--- src/rtl/video_mem_arbiter_pkg.sv ---
// -----------------------------------------------------------------------------
// video_mem_pkg
// Shared types and constants for the video memory arbiter slice.
//   arb_state_t  : arbiter slot state (IDLE, VID, CPU_RD, CPU_WR)
//   VID_ADDR_W   : default address width of every address bus
//   DATA_W       : RAM data width
//   is_cpu_state : true for either CPU slot state
// -----------------------------------------------------------------------------
package video_mem_pkg;

    localparam int VID_ADDR_W = 17;
    localparam int DATA_W     = 8;

    typedef enum logic [1:0] {
        IDLE   = 2'd0,
        VID    = 2'd1,
        CPU_RD = 2'd2,
        CPU_WR = 2'd3
    } arb_state_t;

    function automatic logic is_cpu_state(input arb_state_t s);
        return (s == CPU_RD) || (s == CPU_WR);
    endfunction

endpackage

--- src/rtl/video_mem_arbiter_if.sv ---
// -----------------------------------------------------------------------------
// video_mem_arbiter_if
// Bundles the video fetch port, the CPU req/ack port and the single-port RAM
// port of the video memory arbiter.
//   slave  modport : arbiter side (drives vid_data, cpu_*data/ack, ram_*, video_slot)
//   master modport : requester/RAM side (drives requests, addresses, ram_rdata)
// Parameter ADDR_W : width of vid_addr, cpu_addr and ram_addr.
// -----------------------------------------------------------------------------
interface video_mem_arbiter_if
    import video_mem_pkg::*;
#(
    parameter int ADDR_W = VID_ADDR_W
);
    // video fetch port
    logic              video_req;
    logic [ADDR_W-1:0] vid_addr;
    logic [DATA_W-1:0] vid_data;
    // CPU port
    logic              cpu_req;
    logic              cpu_we;
    logic [ADDR_W-1:0] cpu_addr;
    logic [DATA_W-1:0] cpu_wdata;
    logic [DATA_W-1:0] cpu_rdata;
    logic              cpu_ack;
    // RAM port
    logic [ADDR_W-1:0] ram_addr;
    logic              ram_we;
    logic [DATA_W-1:0] ram_wdata;
    logic [DATA_W-1:0] ram_rdata;
    // debug
    logic              video_slot;

    modport slave (
        input  video_req, vid_addr, cpu_req, cpu_we, cpu_addr, cpu_wdata, ram_rdata,
        output vid_data, cpu_rdata, cpu_ack, ram_addr, ram_we, ram_wdata, video_slot
    );

    modport master (
        output video_req, vid_addr, cpu_req, cpu_we, cpu_addr, cpu_wdata, ram_rdata,
        input  vid_data, cpu_rdata, cpu_ack, ram_addr, ram_we, ram_wdata, video_slot
    );

endinterface

--- src/rtl/video_mem_arbiter_slot_timer.sv ---
// -----------------------------------------------------------------------------
// video_mem_slot_timer
// Times one RAM access slot of RAM_LAT+1 cycles.
//   clk_sys   in  : system clock
//   reset     in  : synchronous active-high reset, aborts a running slot
//   start_i   in  : a slot is entered on this edge (restarts the count)
//   capture_o out : last cycle of the slot; RAM read data is valid now
//   done_o    out : no slot running, or the running slot ends this cycle,
//                   so a new slot may be started on the coming edge
// Parameter RAM_LAT : RAM read latency in cycles (1 or 2).
// -----------------------------------------------------------------------------
module video_mem_slot_timer #(
    parameter int RAM_LAT = 1
) (
    input  logic clk_sys,
    input  logic reset,
    input  logic start_i,
    output logic capture_o,
    output logic done_o
);

    localparam int                CNT_W    = $clog2(RAM_LAT + 2);
    localparam logic [CNT_W-1:0]  LAST_CNT = CNT_W'(RAM_LAT);

    logic [CNT_W-1:0] cnt_q, cnt_d;
    logic             active_q, active_d;

    // next-state of the slot counter; a start in the final cycle chains slots
    always_comb begin
        cnt_d    = cnt_q;
        active_d = active_q;
        if (start_i) begin
            active_d = 1'b1;
            cnt_d    = {CNT_W{1'b0}};
        end else if (active_q) begin
            if (cnt_q == LAST_CNT) begin
                active_d = 1'b0;
                cnt_d    = {CNT_W{1'b0}};
            end else begin
                cnt_d    = cnt_q + CNT_W'(1);
            end
        end else begin
            cnt_d    = {CNT_W{1'b0}};
            active_d = 1'b0;
        end
    end

    // slot counter registers
    always_ff @(posedge clk_sys) begin
        if (reset) begin
            cnt_q    <= {CNT_W{1'b0}};
            active_q <= 1'b0;
        end else begin
            cnt_q    <= cnt_d;
            active_q <= active_d;
        end
    end

    assign capture_o = active_q && (cnt_q == LAST_CNT);
    assign done_o    = !active_q || capture_o;

endmodule

--- src/rtl/video_mem_arbiter.sv ---
// -----------------------------------------------------------------------------
// video_mem_arbiter
// Shares one single-port synchronous RAM between the video controller fetch
// port and a CPU req/ack port. Video has priority, but when both request the
// arbiter alternates so the CPU always makes progress.
//   clk_sys  in : system clock (only clock)
//   reset    in : synchronous active-high reset; aborts any slot in flight
//   bus         : video_mem_arbiter_if.slave (video, CPU and RAM ports)
// Parameters: ADDR_W (address width), RAM_LAT (RAM read latency, 1 or 2).
// Build option: define VIDEO_FETCH_CACHE_EN to add a one-entry video address
// tag that skips a RAM read when the same video address is fetched again.
// -----------------------------------------------------------------------------
module video_mem_arbiter
    import video_mem_pkg::*;
#(
    parameter int ADDR_W  = VID_ADDR_W,
    parameter int RAM_LAT = 1
) (
    input  logic                clk_sys,
    input  logic                reset,
    video_mem_arbiter_if.slave  bus
);

    arb_state_t        state_q, state_d;
    logic              last_vid_q, last_vid_d;
    logic [ADDR_W-1:0] ram_addr_q, ram_addr_d;
    logic              ram_we_q, ram_we_d;
    logic [DATA_W-1:0] ram_wdata_q, ram_wdata_d;
    logic [DATA_W-1:0] vid_data_q, vid_data_d;
    logic [DATA_W-1:0] cpu_rdata_q, cpu_rdata_d;
    logic              cpu_ack_q, cpu_ack_d;
    logic              video_slot_q;

    logic              tmr_capture_s;
    logic              tmr_done_s;
    logic              slot_start_s;
    logic              cache_hit_s;
    logic              cpu_done_s;
    logic              cpu_req_s;
    logic              vid_req_s;
    logic              take_vid_s;
    logic              take_cpu_s;

    video_mem_slot_timer #(
        .RAM_LAT   (RAM_LAT)
    ) u_slot_timer (
        .clk_sys   (clk_sys),
        .reset     (reset),
        .start_i   (slot_start_s),
        .capture_o (tmr_capture_s),
        .done_o    (tmr_done_s)
    );

    // The request that a CPU slot is just finishing (or whose ack is visible
    // now) is still held by the requester; it must not start a second slot.
    assign cpu_done_s = tmr_capture_s && is_cpu_state(state_q);
    assign cpu_req_s  = bus.cpu_req && !cpu_ack_q && !cpu_done_s;
    assign vid_req_s  = bus.video_req && !cache_hit_s;

    // Video wins unless it also had the previous slot and the CPU is waiting.
    assign take_vid_s = vid_req_s && (!cpu_req_s || !last_vid_q);
    assign take_cpu_s = cpu_req_s && !take_vid_s;

`ifdef VIDEO_FETCH_CACHE_EN
    logic [ADDR_W-1:0] tag_q, tag_d;
    logic              tag_vld_q, tag_vld_d;

    assign cache_hit_s = tag_vld_q && (bus.vid_addr == tag_q);

    // tag update: fill on each video slot, drop on a CPU write to the tag
    always_comb begin
        tag_d     = tag_q;
        tag_vld_d = tag_vld_q;
        if (tmr_done_s && take_vid_s) begin
            tag_d     = bus.vid_addr;
            tag_vld_d = 1'b1;
        end else if (tmr_done_s && take_cpu_s && bus.cpu_we && (bus.cpu_addr == tag_q)) begin
            tag_vld_d = 1'b0;
        end else begin
            tag_vld_d = tag_vld_q;
        end
    end

    // tag registers
    always_ff @(posedge clk_sys) begin
        if (reset) begin
            tag_q     <= {ADDR_W{1'b0}};
            tag_vld_q <= 1'b0;
        end else begin
            tag_q     <= tag_d;
            tag_vld_q <= tag_vld_d;
        end
    end
`else
    assign cache_hit_s = 1'b0;
`endif

    // FSM next state, slot entry and data capture. The final cycle of a slot
    // doubles as the IDLE decision cycle so slots can run back to back; that
    // keeps worst-case video latency at two slots.
    always_comb begin
        state_d      = state_q;
        last_vid_d   = last_vid_q;
        ram_addr_d   = ram_addr_q;
        ram_we_d     = 1'b0;
        ram_wdata_d  = ram_wdata_q;
        vid_data_d   = vid_data_q;
        cpu_rdata_d  = cpu_rdata_q;
        cpu_ack_d    = 1'b0;
        slot_start_s = 1'b0;

        if (tmr_capture_s) begin
            case (state_q)
                VID: begin
                    vid_data_d = bus.ram_rdata;
                end
                CPU_RD: begin
                    cpu_rdata_d = bus.ram_rdata;
                    cpu_ack_d   = 1'b1;
                end
                CPU_WR: begin
                    cpu_ack_d = 1'b1;
                end
                default: begin
                    cpu_ack_d = 1'b0;
                end
            endcase
        end else begin
            cpu_ack_d = 1'b0;
        end

        if (tmr_done_s) begin
            if (take_vid_s) begin
                state_d      = VID;
                ram_addr_d   = bus.vid_addr;
                last_vid_d   = 1'b1;
                slot_start_s = 1'b1;
            end else if (take_cpu_s) begin
                state_d      = bus.cpu_we ? CPU_WR : CPU_RD;
                ram_addr_d   = bus.cpu_addr;
                ram_we_d     = bus.cpu_we;
                ram_wdata_d  = bus.cpu_we ? bus.cpu_wdata : ram_wdata_q;
                last_vid_d   = 1'b0;
                slot_start_s = 1'b1;
            end else begin
                state_d = IDLE;
            end
        end else begin
            state_d = state_q;
        end
    end

    // state and output registers
    always_ff @(posedge clk_sys) begin
        if (reset) begin
            state_q      <= IDLE;
            last_vid_q   <= 1'b0;
            ram_addr_q   <= {ADDR_W{1'b0}};
            ram_we_q     <= 1'b0;
            ram_wdata_q  <= {DATA_W{1'b0}};
            vid_data_q   <= {DATA_W{1'b0}};
            cpu_rdata_q  <= {DATA_W{1'b0}};
            cpu_ack_q    <= 1'b0;
            video_slot_q <= 1'b0;
        end else begin
            state_q      <= state_d;
            last_vid_q   <= last_vid_d;
            ram_addr_q   <= ram_addr_d;
            ram_we_q     <= ram_we_d;
            ram_wdata_q  <= ram_wdata_d;
            vid_data_q   <= vid_data_d;
            cpu_rdata_q  <= cpu_rdata_d;
            cpu_ack_q    <= cpu_ack_d;
            video_slot_q <= (state_d == VID);
        end
    end

    assign bus.vid_data   = vid_data_q;
    assign bus.cpu_rdata  = cpu_rdata_q;
    assign bus.cpu_ack    = cpu_ack_q;
    assign bus.ram_addr   = ram_addr_q;
    assign bus.ram_we     = ram_we_q;
    assign bus.ram_wdata  = ram_wdata_q;
    assign bus.video_slot = video_slot_q;

endmodule

--- src/flat_wrapper.sv ---
// flat-port wrapper written by rule: the top's interface ports become plain ports
module video_mem_arbiter_flat import video_mem_pkg::*;
#(
    parameter int ADDR_W  = VID_ADDR_W,
    parameter int RAM_LAT = 1
)
  (clk_sys, reset, bus_video_req, bus_vid_addr, bus_cpu_req, bus_cpu_we, bus_cpu_addr, bus_cpu_wdata, bus_ram_rdata, bus_vid_data, bus_cpu_rdata, bus_cpu_ack, bus_ram_addr, bus_ram_we, bus_ram_wdata, bus_video_slot);
  video_mem_arbiter_if #(.ADDR_W(ADDR_W)) bus_i ();
  input  logic clk_sys;
  input  logic reset;
  input wire logic [$bits(bus_i.video_req)-1:0] bus_video_req;
  input wire logic [$bits(bus_i.vid_addr)-1:0] bus_vid_addr;
  input wire logic [$bits(bus_i.cpu_req)-1:0] bus_cpu_req;
  input wire logic [$bits(bus_i.cpu_we)-1:0] bus_cpu_we;
  input wire logic [$bits(bus_i.cpu_addr)-1:0] bus_cpu_addr;
  input wire logic [$bits(bus_i.cpu_wdata)-1:0] bus_cpu_wdata;
  input wire logic [$bits(bus_i.ram_rdata)-1:0] bus_ram_rdata;
  output wire logic [$bits(bus_i.vid_data)-1:0] bus_vid_data;
  output wire logic [$bits(bus_i.cpu_rdata)-1:0] bus_cpu_rdata;
  output wire logic [$bits(bus_i.cpu_ack)-1:0] bus_cpu_ack;
  output wire logic [$bits(bus_i.ram_addr)-1:0] bus_ram_addr;
  output wire logic [$bits(bus_i.ram_we)-1:0] bus_ram_we;
  output wire logic [$bits(bus_i.ram_wdata)-1:0] bus_ram_wdata;
  output wire logic [$bits(bus_i.video_slot)-1:0] bus_video_slot;
  assign bus_i.video_req = bus_video_req;
  assign bus_i.vid_addr = bus_vid_addr;
  assign bus_i.cpu_req = bus_cpu_req;
  assign bus_i.cpu_we = bus_cpu_we;
  assign bus_i.cpu_addr = bus_cpu_addr;
  assign bus_i.cpu_wdata = bus_cpu_wdata;
  assign bus_i.ram_rdata = bus_ram_rdata;
  assign bus_vid_data = bus_i.vid_data;
  assign bus_cpu_rdata = bus_i.cpu_rdata;
  assign bus_cpu_ack = bus_i.cpu_ack;
  assign bus_ram_addr = bus_i.ram_addr;
  assign bus_ram_we = bus_i.ram_we;
  assign bus_ram_wdata = bus_i.ram_wdata;
  assign bus_video_slot = bus_i.video_slot;
  video_mem_arbiter #(.ADDR_W(ADDR_W), .RAM_LAT(RAM_LAT)) u_core (.clk_sys(clk_sys), .reset(reset), .bus(bus_i));
endmodule
--- config.mk ---
export PLATFORM = sky130hd
export DESIGN_NAME = video_mem_arbiter_flat
export DESIGN_NICKNAME = d
export VERILOG_FILES = /design/src/rtl/video_mem_arbiter_pkg.sv /design/src/rtl/video_mem_arbiter_if.sv /design/src/rtl/video_mem_arbiter_slot_timer.sv /design/src/rtl/video_mem_arbiter.sv /design/src/flat_wrapper.sv
export SDC_FILE = /design/constraint.sdc
export NUM_CORES = 1
export LEC_CHECK = 0
export ABC_AREA = 1
export CELL_PAD_IN_SITES_DETAIL_PLACEMENT = 0
export CELL_PAD_IN_SITES_GLOBAL_PLACEMENT = 1
export CORE_ASPECT_RATIO = 0.9
export CORE_UTILIZATION = 31
export DETAILED_ROUTE_END_ITERATION = 6
export PLACE_DENSITY = 0.82
export SLEW_MARGIN = 0
export SYNTH_ARGS = -nofsm -noshare
export SYNTH_HDL_FRONTEND = slang
export SYNTH_HIERARCHICAL = 1
export SYNTH_SLANG_ARGS = --single-unit
--- constraint.sdc ---
create_clock -name clk_sys -period 4.7 [get_ports clk_sys]
set_clock_uncertainty 0.1 [all_clocks]
set_input_delay 0.705 -clock clk_sys [delete_from_list [all_inputs] [get_ports clk_sys]]
set_output_delay 0.705 -clock clk_sys [all_outputs]
set_load 0.05 [all_outputs]
# Yosys cells after proc, flatten, opt, wreduce, memory -nomap -nowiden
# Index checks and enable logic that the tools add are counted.
# word_totals
ff_bits	50
in_bits	55
out_inout_bits	44
# op_classes
add_sub_neg	1
n_eq_ne	5
muxes	15
bitwise	5
n_reduce_logical	24
# ops
cell	count
$mux 17	2
$mux 1	10
$reduce_or 4->1	2
$eq 2x1->1 const B	3
$logic_and 1x1->1	6
$logic_not 1->1	6
$mux 2	3
$reduce_and 2->1	3
$not 1->1	5
$eq 2x2->1 const B	2
$reduce_and 4->1	1
$reduce_or 2->1	2
$logic_or 1x1->1	3
$add 2x1->2 const B	1
$reduce_bool 2->1	1

# Logic depth before layout (Yosys ltp)
# logic_depth
depth_word	14
depth_mapped	12

# Hierarchy
# Netlist, hierarchy kept.
# modules_own_cells
mod	n_inst	cells_each	area_per_inst_um2	seq_area_each_um2
video_mem_arbiter	1	319	2188.3	940.9
video_mem_slot_timer	1	17	122.6	60.1

# Worst setup path before layout
# No wires, ideal clock.
# synth_timing
kind	input to register
startpoint	input bus_video_req
endpoint	register u_core.ram_addr_q[10], in the netlist u_core/bus.ram_addr[10]
setup_time_ns	0.109
arrival_time_ns	1.461
required_time_ns	4.491
slack_ns	3.030
path_stages	7
path_buffers	2
cell_sequence	buf_2 > nand2_1 > nand2_2 > buf_2 > nand3_1 > nand2_1 > inv_1
# synth_between
elab_chain_cells	5
# synth_rtl
element	line	rtl
from (decl)	flat_wrapper.sv:11	input wire logic [$bits(bus_i.video_req)-1:0] bus_video_req;
$logic_and 1x1->1 *	video_mem_arbiter.sv:61	assign take_vid_s = vid_req_s && (!cpu_req_s || !last_vid_q);
$logic_not 1->1	video_mem_arbiter.sv:62	assign take_cpu_s = cpu_req_s && !take_vid_s;
$logic_and 1x1->1	video_mem_arbiter.sv:62	
$reduce_bool 2->1 (no source line)	-	
$reduce_and 2->1 (no source line)	-	
to (signal assigned)	video_mem_arbiter.sv:158	ram_addr_q <= {ADDR_W{1'b0}};
to (signal assigned)	video_mem_arbiter.sv:168	ram_addr_q <= ram_addr_d;
to (decl)	video_mem_arbiter.sv:26	logic [ADDR_W-1:0] ram_addr_q, ram_addr_d;
# Every way passes the cells marked *; elsewhere a longest branch is shown, timed or not.
# A chain may end at the register's enable or synchronous reset.

# Final worst setup path
# layout_timing
startpoint	input bus_video_req
endpoint	register u_core.ram_addr_q[1], in the netlist u_core/bus.ram_addr[1]
# Same word-level chain as after synthesis.

==> reports/summary.md <==
The flow ran to the end, and the final reports show no timing, DRC or antenna violations. Once the floorplan was initialized, standard cells occupied 32.3% of the core. The maximum clock path buffer count is 2. For the final-layout fill cell count, the log shows 725.

The sequential cells in the finished layout cover a total of 1000 sq um. The number of setup buffers added after CTS is 0. met2 is the most crowded layer. The number of instances in the synthesized netlist came out at 336. The clock latency of the later-clocked register in the worst-skew pair was 0.30 ns. The total power consumption of the routed design is 0.00111 W.

Leaving out fill and tap cells, the most frequent cells in the layout are clkdlybuf4s50_1, inv_1, nand2_1, dfxtp_1, nor2_1. The initial antenna violation count was 0; the cell count of the worst hold path was 1. The fraction of the mapped netlist area in adder cells is 0.541%, and the post-detailed-routing wire length is 5.84 mm. The power per standard cell area is 319 nW/um^2, and the critical path data required time is 4.85 ns. The die covers 7800 sq um. The library cell used most frequently in the layout, excluding fill and tap cells, is clkdlybuf4s50_1.

In this run the tool buffered the top-level ports with 98 buffer cells. In this run, CTS created clock tree buffers numbering 5. Max-cap violations in this run came to 0. The floorplan step set the die height to 83.9 microns. Total negative slack: 0 ns.

Number of diodes: 0. Area of the mapped netlist: 2310 sq um. The path class of the tightest hold or removal check is reg2reg. The worst setup path is of the in2reg kind. In the final layout, the multi-input gates occupy 956 sq um. The residual DRC count came out at 0.

The tools report the depth of the CTS H-tree as 2. Critical-path maximum fanout: 36. At the end of the flow, the number of nets in the layout was 484. At the pin with the least slew margin, the transition time is 1.15 ns. After synthesis, the largest family of logic cells by area is simple AND/OR/NAND/NOR gates. Global routing consumed, on the met2 layer, 26.4% of the routing resources. For the number of hold violations in the final report, the log shows 0. The clock tree root driver cell was clkbuf_8. The worst path in the final design needs a cycle of 2.63 ns, including I/O delays and setup.

The average instance in the mapped netlist occupies 6.88 sq um. Sequential elements use 43.3% of the synthesized area. Counting flops and latches in the post-synthesis netlist gives 50.

Detailed placement finished with a half-perimeter wire length of 4.08 mm. Dividing the detail-routed via count by the number of cells gives 4.34. The fraction of the mapped netlist area in compound gates was 8.61%; the maximum number of pins on one net before global-route repair was 43. Endpoint of the worst hold path: u_core/u_slot_timer/cnt_q[0]. The global-route usage over all layers was 15.7%. The worst register-to-register path begins at u_core/u_slot_timer/cnt_q[1]. Dividing the final minimum period by the clock period gives 56.0%. Global routing finished with a remaining overflow of 0.

Counting every net in the synthesized netlist gives 392. In this run the remaining antenna-violating nets after routing total 0. The run gives 0 as the count of hold-fix buffers inserted at cts.

The worst hold path begins at u_core/u_slot_timer/cnt_q[0]. STA puts the critical path data arrival time at 2.78 ns. The share of post-route cells with drive strength above 1 works out to 4.43%. The critical path endpoint category is a flop. Global routing consumed, on the met1 layer, 19.7% of the routing resources. Summed over all cells, the static leakage comes to 1.72 nW. The startpoint type of the worst setup path is an input pin.

The run gives 29 as the number of placement rows. For the worst hold slack, the log shows 0.324 ns. The final count of pins violating max slew was 0. The run gives 24 as the number of distinct library cells after synthesis.

99 I/O pins were placed. The detailed router finished its first iteration with 86 violations. At the end of the flow the core is filled with cells to 48.5%. The routing usage on met3 was 4.19%. The synthesis-to-finish area growth is 50.1%.

The post-synthesis share of cell area spent on and, or, nand and nor gates was 32.2%; the achievable frequency was 380 MHz. The die width works out to 93.0 microns. The tools report the largest vdd supply drop as 130 uV. Setup repair after global routing left no endpoint under its margin.

The first global-routing pass estimated 9.94 mm of wire. In this run the tightest slew margin relative to its limit is 23.0%. In this run the standard cell core region covers 7150 sq um.

The via count of the first global-routing pass came out at 2,234. In this run the critical register-to-register path is captured at u_core/bus.ram_wdata[6]. TritonCTS built the clock tree.

The detailed-route via count is 2,265. Number of instances resized during post-cts repair: 0. The register-to-register path setup slack came out at 2.65 ns. The run gives 4 as the number of optimization iterations in the first detailed-route pass. For the worst flop-to-flop path, the logic depth is 11. The multiplexer area fraction after synthesis came out at 0%. The clock-pin slew on the worst setup and hold paths was 0.09 ns; the routability-driven placement congestion ratio was 0.748. During synthesis, Yosys emitted a total of 6 warnings.

After Yosys synthesis, XOR and XNOR cells account for 0% of the synthesized area. The average detailed-routed wire length per instance works out to 11.2 microns. CTS saw 50 sinks.

Setup violations remaining at the end of the flow were counted as 0.
==> state kept, by name (all words and copies together), names as in the netlist <==
signal,cells
u_core/bus.vid_data,8
u_core/bus.cpu_ack,1
u_core/bus.video_slot,1
u_core/bus.ram_we,1
u_core/bus.ram_wdata,8
u_core/state_q,2
u_core/u_slot_timer/cnt_q,2
u_core/bus.cpu_rdata,8
u_core/last_vid_q,1
u_core/bus.ram_addr,17
u_core/u_slot_timer/active_q,1
==> final cells by class <==
type	instances	share of cell area, %
clock inverters	3	1.98
multi-input cells	199	27.6
well taps	93	3.35
clock buffers	5	1.98
inverters	74	8.01
flip-flops and latches	50	28.8
repair buffers	98	28.3
==> synth_stat cells (all sizes together) <==
| library cell | instances | share of area (%) |
|---|---|---|
| nand2 | 63 | 11 |
| nand3 | 36 | 8.6 |
| dfxtp | 50 | 43 |
| inv | 74 | 12 |
| buf | 9 | 2.7 |
| nand4 | 10 | 3.6 |
| o21ai | 36 | 7.8 |
| ha | 1 | 0.54 |
| nor2 | 50 | 8.9 |
| clkbuf | 4 | 0.65 |
| a21oi | 3 | 0.81 |
==> worst max-delay path by stage <==
stage | to | slack, ns | cells past startpoint | startpoint
after floorplan | u_core/bus.ram_addr[10] | 3.03 | 7 | bus_video_req
after detailed placement | u_core/bus.ram_addr[1] | 1.73 | 7 | bus_video_req
final | u_core/bus.ram_addr[1] | 2.07 | 7 | bus_video_req
after global placement | u_core/bus.ram_addr[16] | 1.84 | 6 | bus_video_req
after CTS | u_core/bus.ram_addr[1] | 2.04 | 7 | bus_video_req
after global routing | u_core/bus.video_slot | 1.88 | 6 | reset
==> report_power, final <==
group / internal (W) / switching [W] / total, W
sequential: 0.000451 / 0.0000145 / 0.000465
combinational: 0.000112 / 0.000173 / 0.000285
clock: 0.000213 / 0.000143 / 0.000356
total: 0.000776 / 0.000330 / 0.00111
==> worst max-delay path: stages <==
cell and delay [ns]:
clkdlybuf4s50_1 0.96, nand2_1 0.20, nand2_2 0.55, o21ai_0 0.17, inv_1 0.10, nand2_1 0.05, inv_1 0.04
==> stage by stage <==
| stage | setup slack, ns | area (sq um) | cells |
|---|---|---|---|
| 3_3_place_gp | 1.84 | 3330 | 514 |
| 6_report | 2.07 | 3470 | 522 |
| 4_1_cts | 2.04 | 3470 | 522 |
| 5_1_grt | 1.88 | 3470 | 522 |
| 3_5_place_dp | 1.73 | 3330 | 514 |
| 2_1_floorplan | 3.03 | 2310 | 336 |
==> metal layers <==
layer,vias to the layer above,wire [microns]
met5,-,0
met4,0,46
met3,5,363
met2,72,2670
met1,983,2750
li1,1205,-
==> kinds of logic after synthesis <==
kind of cell | Yosys count
flops | 50
fa+ha+maj | 1
buf+inv | 87
compound gates | 39
simple gates | 159
No activity file was read; power rests on OpenSTA's default activity.
